**config.mk**
```make
export PLATFORM = sky130hd
export DESIGN_NAME = i3c_sdr_xfer_ctrl
export DESIGN_NICKNAME = d
export VERILOG_FILES = /design/src/rtl/i3c_pkg.sv /design/src/rtl/i3c_bit_shifter.sv /design/src/rtl/i3c_sdr_xfer_ctrl.sv
export SDC_FILE = /design/constraint.sdc
export NUM_CORES = 1
export LEC_CHECK = 0
export CAP_MARGIN = 20
export CORE_MARGIN = 5
export CORE_UTILIZATION = 40
export DETAILED_ROUTE_END_ITERATION = 10
export MAX_ROUTING_LAYER = met4
export PLACE_DENSITY = 0.7
export SYNTH_ARGS = -nofsm -noshare
export SYNTH_HDL_FRONTEND = slang
export SYNTH_HIERARCHICAL = 1
export SYNTH_SLANG_ARGS = --single-unit
```
**constraint.sdc**
```tcl
create_clock -name clk -period 2.3 [get_ports clk]
set_input_delay 0.69 -clock clk [delete_from_list [all_inputs] [get_ports clk]]
set_output_delay 0.69 -clock clk [all_outputs]
set_load 0.05 [all_outputs]
```
**src/rtl/i3c_pkg.sv**
```systemverilog
// rtl/i3c_pkg.sv - shared encodings for the I3C SDR transfer sequencer
// Contents:
//   I3C_BCAST_ADDR     broadcast header address (7'h7E)
//   RW_WRITE / RW_READ  RW bit values appended to an address
//   cmd_op_e           PHY bit-command opcodes
//   ST_*               transfer FSM state codes
//   odd_par_bit()      T-bit for a written data byte
package i3c_pkg;

  localparam logic [6:0] I3C_BCAST_ADDR = 7'h7E;
  localparam logic       RW_WRITE       = 1'b0;
  localparam logic       RW_READ        = 1'b1;

  typedef enum logic [2:0] {
    OP_START  = 3'd0,
    OP_RSTART = 3'd1,
    OP_STOP   = 3'd2,
    OP_WRBIT  = 3'd3,
    OP_RDBIT  = 3'd4
  } cmd_op_e;

  localparam logic [3:0] ST_IDLE   = 4'd0;
  localparam logic [3:0] ST_START  = 4'd1;
  localparam logic [3:0] ST_HDR    = 4'd2;
  localparam logic [3:0] ST_HACK   = 4'd3;
  localparam logic [3:0] ST_RSTART = 4'd4;
  localparam logic [3:0] ST_ADDR   = 4'd5;
  localparam logic [3:0] ST_AACK   = 4'd6;
  localparam logic [3:0] ST_WDATA  = 4'd7;
  localparam logic [3:0] ST_WPAR   = 4'd8;
  localparam logic [3:0] ST_RDATA  = 4'd9;
  localparam logic [3:0] ST_RPAR   = 4'd10;
  localparam logic [3:0] ST_STOP   = 4'd11;

  // The SDR T-bit makes the nine-bit data+T word carry odd parity.
  function automatic logic odd_par_bit(input logic [7:0] d);
    return ~^d;
  endfunction

endpackage

```
**src/rtl/i3c_bit_shifter.sv**
```systemverilog
// rtl/i3c_bit_shifter.sv - 8-bit shift register with bit counter for serial phases
// Ports:
//   clk, rst_n      clock, asynchronous active-low reset
//   load, load_val  load a new byte and restart the bit count
//   shift, sin      shift left one place, sin enters at bit 0 (0 for shift-out)
//   data            current register contents
//   msb             bit currently presented for shift-out
//   last            the eighth bit of the phase is the current one
module i3c_bit_shifter (
  input  logic       clk,
  input  logic       rst_n,
  input  logic       load,
  input  logic [7:0] load_val,
  input  logic       shift,
  input  logic       sin,
  output logic [7:0] data,
  output logic       msb,
  output logic       last
);

  logic [2:0] cnt;

  always_ff @(posedge clk or negedge rst_n) begin
    if (!rst_n) begin
      data <= 8'h00;
      cnt  <= 3'd0;
    end else if (load) begin
      data <= load_val;
      cnt  <= 3'd0;
    end else if (shift) begin
      data <= {data[6:0], sin};
      cnt  <= cnt + 3'd1;
    end
  end

  assign msb  = data[7];
  assign last = (cnt == 3'd7);

endmodule

```
**src/rtl/i3c_sdr_xfer_ctrl.sv**
```systemverilog
// rtl/i3c_sdr_xfer_ctrl.sv - single-byte I3C SDR private transfer sequencer
// Ports:
//   clk, rst_n                  clock, asynchronous active-low reset
//   en, dyn_addr                enable (checked in IDLE only), target address
//   tx_ready, tx_data           pending TX byte from the register file
//   tx_consume                  pulse: TX byte written and ACKed
//   rd_req, rx_ready            read request pulse, RX register free
//   rx_data, rx_push            received byte and its one-cycle valid pulse
//   busy, nack_err              transfer in progress, header/address NACK pulse
//   cmd_valid/op/bit, cmd_ready PHY command channel (one outstanding)
//   cmd_done, rsp_bit           PHY completion pulse and sampled SDA
module i3c_sdr_xfer_ctrl
  import i3c_pkg::*;
#(
  parameter logic [6:0] HDR_ADDR    = I3C_BCAST_ADDR,
  parameter bit         WR_PRIORITY = 1'b1
) (
  input  logic       clk,
  input  logic       rst_n,
  input  logic       en,
  input  logic [6:0] dyn_addr,
  input  logic       tx_ready,
  input  logic [7:0] tx_data,
  output logic       tx_consume,
  input  logic       rd_req,
  input  logic       rx_ready,
  output logic [7:0] rx_data,
  output logic       rx_push,
  output logic       busy,
  output logic       nack_err,
  output logic       cmd_valid,
  output logic [2:0] cmd_op,
  output logic       cmd_bit,
  input  logic       cmd_ready,
  input  logic       cmd_done,
  input  logic       rsp_bit
);

  logic [3:0] state;
  logic       wait_done;   // a command was accepted and its cmd_done is due
  logic       rd_pend;
  logic       is_rd;
  logic [6:0] addr_q;
  logic [7:0] data_q;

  logic       done_ev;
  logic       wr_cand;
  logic       rd_cand;
  logic       start_xfer;
  logic       pick_rd;

  logic       sh_load;
  logic [7:0] sh_load_val;
  logic       sh_shift;
  logic       sh_in;
  logic [7:0] sh_data;
  logic       sh_msb;
  logic       sh_last;

  cmd_op_e    op;

  // cmd_done only counts while a command is outstanding.
  assign done_ev    = wait_done & cmd_done;
  assign wr_cand    = tx_ready;
  assign rd_cand    = rd_pend & rx_ready;
  assign start_xfer = (state == ST_IDLE) & en & (wr_cand | rd_cand);
  assign pick_rd    = rd_cand & (~wr_cand | ~WR_PRIORITY);
  assign busy       = (state != ST_IDLE);

  i3c_bit_shifter u_shifter (
    .clk      (clk),
    .rst_n    (rst_n),
    .load     (sh_load),
    .load_val (sh_load_val),
    .shift    (sh_shift),
    .sin      (sh_in),
    .data     (sh_data),
    .msb      (sh_msb),
    .last     (sh_last)
  );

  // The shifter is reloaded on the completion that ends the phase before each
  // serial phase, so its MSB is already presented when that phase's first
  // command goes out.
  always_comb begin
    sh_load     = 1'b0;
    sh_load_val = 8'h00;
    sh_shift    = 1'b0;
    sh_in       = 1'b0;
    if (done_ev) begin
      case (state)
        ST_START: begin
          sh_load     = 1'b1;
          sh_load_val = {HDR_ADDR, RW_WRITE};
        end
        ST_RSTART: begin
          sh_load     = 1'b1;
          sh_load_val = {addr_q, (is_rd ? RW_READ : RW_WRITE)};
        end
        ST_AACK: begin
          sh_load     = ~rsp_bit;
          sh_load_val = is_rd ? 8'h00 : data_q;
        end
        ST_HDR, ST_ADDR, ST_WDATA: sh_shift = 1'b1;
        ST_RDATA: begin
          sh_shift = 1'b1;
          sh_in    = rsp_bit;
        end
        default: ;
      endcase
    end
  end

  // Opcode and bit are pure functions of registered state, so they cannot
  // move while cmd_valid waits for cmd_ready.
  always_comb begin
    op      = OP_START;
    cmd_bit = 1'b0;
    case (state)
      ST_RSTART: op = OP_RSTART;
      ST_STOP:   op = OP_STOP;
      ST_HDR, ST_ADDR, ST_WDATA: begin
        op      = OP_WRBIT;
        cmd_bit = sh_msb;
      end
      ST_WPAR: begin
        op      = OP_WRBIT;
        cmd_bit = odd_par_bit(data_q);
      end
      ST_HACK, ST_AACK, ST_RDATA, ST_RPAR: op = OP_RDBIT;
      default: op = OP_START;
    endcase
  end

  assign cmd_op = op;

  always_ff @(posedge clk or negedge rst_n) begin
    if (!rst_n) begin
      state      <= ST_IDLE;
      wait_done  <= 1'b0;
      rd_pend    <= 1'b0;
      is_rd      <= 1'b0;
      addr_q     <= 7'h00;
      data_q     <= 8'h00;
      cmd_valid  <= 1'b0;
      tx_consume <= 1'b0;
      rx_push    <= 1'b0;
      rx_data    <= 8'h00;
      nack_err   <= 1'b0;
    end else begin
      tx_consume <= 1'b0;
      rx_push    <= 1'b0;
      nack_err   <= 1'b0;

      // A request arriving while one is pending is simply absorbed.
      if (start_xfer && pick_rd) begin
        rd_pend <= 1'b0;
      end else if (rd_req) begin
        rd_pend <= 1'b1;
      end

      if (cmd_valid && cmd_ready) begin
        cmd_valid <= 1'b0;
        wait_done <= 1'b1;
      end

      if (start_xfer) begin
        state     <= ST_START;
        cmd_valid <= 1'b1;
        is_rd     <= pick_rd;
        addr_q    <= dyn_addr;
        data_q    <= tx_data;
      end else if (done_ev) begin
        wait_done <= 1'b0;
        cmd_valid <= 1'b1;
        case (state)
          ST_START:  state <= ST_HDR;
          ST_HDR:    if (sh_last) state <= ST_HACK;
          ST_HACK: begin
            if (rsp_bit) begin
              state    <= ST_STOP;
              nack_err <= 1'b1;
            end else begin
              state <= ST_RSTART;
            end
          end
          ST_RSTART: state <= ST_ADDR;
          ST_ADDR:   if (sh_last) state <= ST_AACK;
          ST_AACK: begin
            if (rsp_bit) begin
              state    <= ST_STOP;
              nack_err <= 1'b1;
            end else begin
              state <= is_rd ? ST_RDATA : ST_WDATA;
            end
          end
          ST_WDATA:  if (sh_last) state <= ST_WPAR;
          ST_WPAR: begin
            state      <= ST_STOP;
            tx_consume <= 1'b1;
          end
          ST_RDATA:  if (sh_last) state <= ST_RPAR;
          ST_RPAR: begin
            state   <= ST_STOP;
            rx_data <= sh_data;
            rx_push <= 1'b1;
          end
          default: begin
            state     <= ST_IDLE;
            cmd_valid <= 1'b0;
          end
        endcase
      end
    end
  end

endmodule

```
==> key figures <==
Die
  • Io pins: approximately 40
  • Core Area: 5890 um2
  • Site row count: 28
  • Die Area: about 7700 um2
  • Starting Density: 41.1%
  • Die width: around 88 um
  • Die Ht: between 80 and 90 um

Power
  • Leak pwr: roughly 1.4 nW
  • Combinational power share: 4.9%
  • Clock network power share: 37.1%
  • Sequential power share: roughly 58%
  • P_sw: 0.000311 W
  • Internal Power: about 0.0011 W
  • Switch share: 22.8%
  • PwrDens: roughly 420 nW/um2
  • Worst VDD drop: around 0.00025 V

Clock tree
  • Root Driver: clkbuf_8
  • Cts bufs inserted: 5
  • Htree depth: 2
  • Post-CTS Hold Buffers: 0
  • Clock tree buffer depth: 2
  • Worst-path clk slew: roughly 90 ps
  • CTS tree: yes
  • Sink Count: between 40 and 50
  • Clock Latency Late Sink: ~300 ps

Cells and area
  • Area Growth Syn to Fin: 33.3%
  • Antenna Cells: 0
  • Post-route insts no fill: approximately 350
  • Fill cells: ~520
  • # nets final: between 300 and 400
  • Layout cell share with drive strength beyond 1: around 28%

Timing
  • RSZ-0062 raised after global routing: yes
  • Normalized max-slew margin: between 60 and 70%
  • Worst Tran Pin Value: between 500 and 600 ps
  • Clock skew: about 8.6 ps
  • Worst setup margin: 60.6 ps
  • Tmin final: 2240 ps
  • Final Hold Vio Count: 0
  • Final setup vio count: 0
  • Tcrit/Tclk final: 97.4%
  • Max Fclk: 447 MHz
  • Max-slew violation count: 0

GRT
  • Largest net degree at the start of global routing: 26
  • Vias in the first global route: roughly 1800
  • Initial antenna violation count: 0
  • GRT Total Usage: ~14%
  • Grt ovf: 0
  • First-pass GRT wire length: approximately 8600 um

Synth
  • Commonest cells post-synth: 45 x dfrtp_1, 19 x nor2_1, 16 x mux2_2
  • #FFs+latches synth: 45
  • Post-Syn Nets: ~250
  • Top_reg_cell synth: dfrtp_1
  • Most frequent cell after synthesis: dfrtp_1
  • Asr flop ratio synth: 100%
  • Sequential fraction of the synthesis area: between 40 and 50%
  • Mapped cell area: between 2000 and 2500 um2
  • Main area contributors after synthesis: dfrtp_1 47%, mux2_2 7.5%, mux2i_1 5.4%, mux2_4 5.0%, nor2_1 3.0%
  • EDFF count, synth: 0
  • Synth Area per Inst: around 11 um2
  • Post-synth top area cell: dfrtp_1
  • Ys Warns: 6
  • Post-synthesis cell type count: 46
  • Mapped Cells: 219
  • Post-synth top area share: between 40% and 50%

Worst setup path
  • Slowest stage delay, CP: about 430 ps
  • Worst-path fanout max: 3
  • R2R depth: 7
  • Kind of cell adding the most delay to the critical path: XOR/XNOR gates
  • Reg2reg start: state[1]
  • Flop2flop setup slack: between 300 and 400 ps
  • Crit path kind: reg2out
  • CP dominant cell by count: xnor2_1
  • CP endpoint kind: output port
  • Worst Path Buf+Inv: 1
  • Startpoint Class: flop
  • Worst-path cell chain: xnor2_2 > xnor2_1 > xnor2_1 > o21ai_2 > buf_12
  • Worst EP arrival: 1550 ps
  • Cell depth of the worst setup path: 5
  • Slowest stage cell, crit path: dfrtp_1
  • CP Data Required Time: ~1600 ps
  • FF-to-FF End: u_shifter/data[3]

Drt
  • Iter 0 DRT Violations: approximately 120
  • Drt total wl: 5140 um
  • Vias per cell: 5.26
  • Final ANT Viol Nets: 0
  • Via count: 1858
  • Routed length per instance: approximately 15 um
  • Pre-antenna DRT Iters: 4
  • Post-route DRC: 0

Placement
  • IO buf count: 40
  • Dpl hpwl: 3780 um
  • Dpl ws: 39.6 ps
  • GP Congestion: around 0.9
  • DP Cell Count: 340

Flow run
  • Max Cap Violations: 0

Worst hold path
  • Hold Path Class: in2async

Outcome
  • Run status: finished clean
-- routing by layer --
| metal | vias to the layer above | wire length, um | global-route usage (%) |
|---|---|---|---|
| met4 | 0 | 48 | 3.35 |
| li1 | 909 | - | - |
| met3 | 4 | 294 | 3.48 |
| met1 | 881 | 2390 | 20.6 |
| met5 | - | 0 | - |
| met2 | 64 | 2410 | 20.7 |
-- worst max path at each step --
| stage | from | endpoint | slack, ps |
|---|---|---|---|
| floorplan | state[2] | cmd_bit | -90 |
| global placement | rsp_bit | state[0] | 90 |
| detailed placement | cmd_done | u_shifter/data[3] | 40 |
| CTS | state[0] | cmd_op[2] | 2 |
| global route | data_q[5] | cmd_bit | -30 |
| finish | data_q[5] | cmd_bit | 60 |
-- registers in the layout, indices dropped and copies added, names as in the netlist --
signal          cells
addr_q              7
cmd_valid           1
data_q              8
is_rd               1
nack_err            1
rd_pend             1
rx_data             8
rx_push             1
state               4
tx_consume          1
u_shifter/cnt       3
u_shifter/data      8
wait_done           1
-- repair_timing --
action / in CTS / in global routing
setup buffers: 0 / 5
pin swaps: 0 / 7
resized for setup: 5 / 6
endpoints found under the setup margin: 4 / 4
-- kinds of logic (layout without fill, tap and decap cells) --
group	count (synthesis)	in the layout	synth area share (%)
flops	45	45	46.6
compound gates	46	46	13.1
buf+inv	17	76	4.24
mux	37	37	17.8
xor+xnor	10	10	3.62
simple gates	62	62	13.6
fa+ha+maj	2	2	1.04
-- final cells by class --
| type | count | area [um2] | area share [%] |
|---|---|---|---|
| timing repair buffer | 63 | 667 | 20.7 |
| sequential | 45 | 1130 | 35.0 |
| clock inverter | 3 | 25.0 | 0.776 |
| inverter | 5 | 18.8 | 0.582 |
| clock buffer | 5 | 68.8 | 2.14 |
| tap | 75 | 93.8 | 2.91 |
| multi-input combinational | 157 | 1220 | 37.9 |
-- per-stage QoR --
step	utilization (%)	setup TNS [ps]	total power, W	area (um2)	hold WS (ps)
finish	54.8	0	0.00136	3220	330
global route	54.8	-32.2	0.00142	3220	361
CTS	53.7	0	0.00138	3160	345
detailed placement	51.8	0	0.000874	3050	497
global placement	51.8	0	0.000873	3050	491
floorplan	-	-86.2	0.000811	2420	394
-- power groups by stage --
stage | Combinational, W | Clock (W) | Sequential, W
2_1_floorplan | 0.00000461 | 0 | 0.000806
3_3_place_gp | 0.0000670 | 0 | 0.000806
3_5_place_dp | 0.0000676 | 0 | 0.000806
4_1_cts | 0.0000677 | 0.000521 | 0.000790
5_1_grt | 0.0000730 | 0.000554 | 0.000791
6_report | 0.0000660 | 0.000505 | 0.000790
-- cell usage in the layout (no fill, tap or decap), drive strengths merged, types with 2 or more instances in the layout --
| master | count |
|---|---|
| nor2b | 2 |
| a21oi | 7 |
| buf | 29 |
| clkdlybuf4s50 | 34 |
| mux2i | 13 |
| ha | 2 |
| nand2 | 13 |
| nor4 | 2 |
| a22oi | 3 |
| mux2 | 24 |
| nor2 | 20 |
| a221oi | 7 |
| xnor2 | 8 |
| nand3 | 7 |
| nor3 | 9 |
| o31ai | 2 |
| inv | 7 |
| xor2 | 2 |
| nand2b | 4 |
| dfrtp | 45 |
| clkbuf | 5 |
| a32oi | 2 |
| o21ai | 14 |
| a31oi | 2 |
No activity file was read; power rests on OpenSTA's default activity.
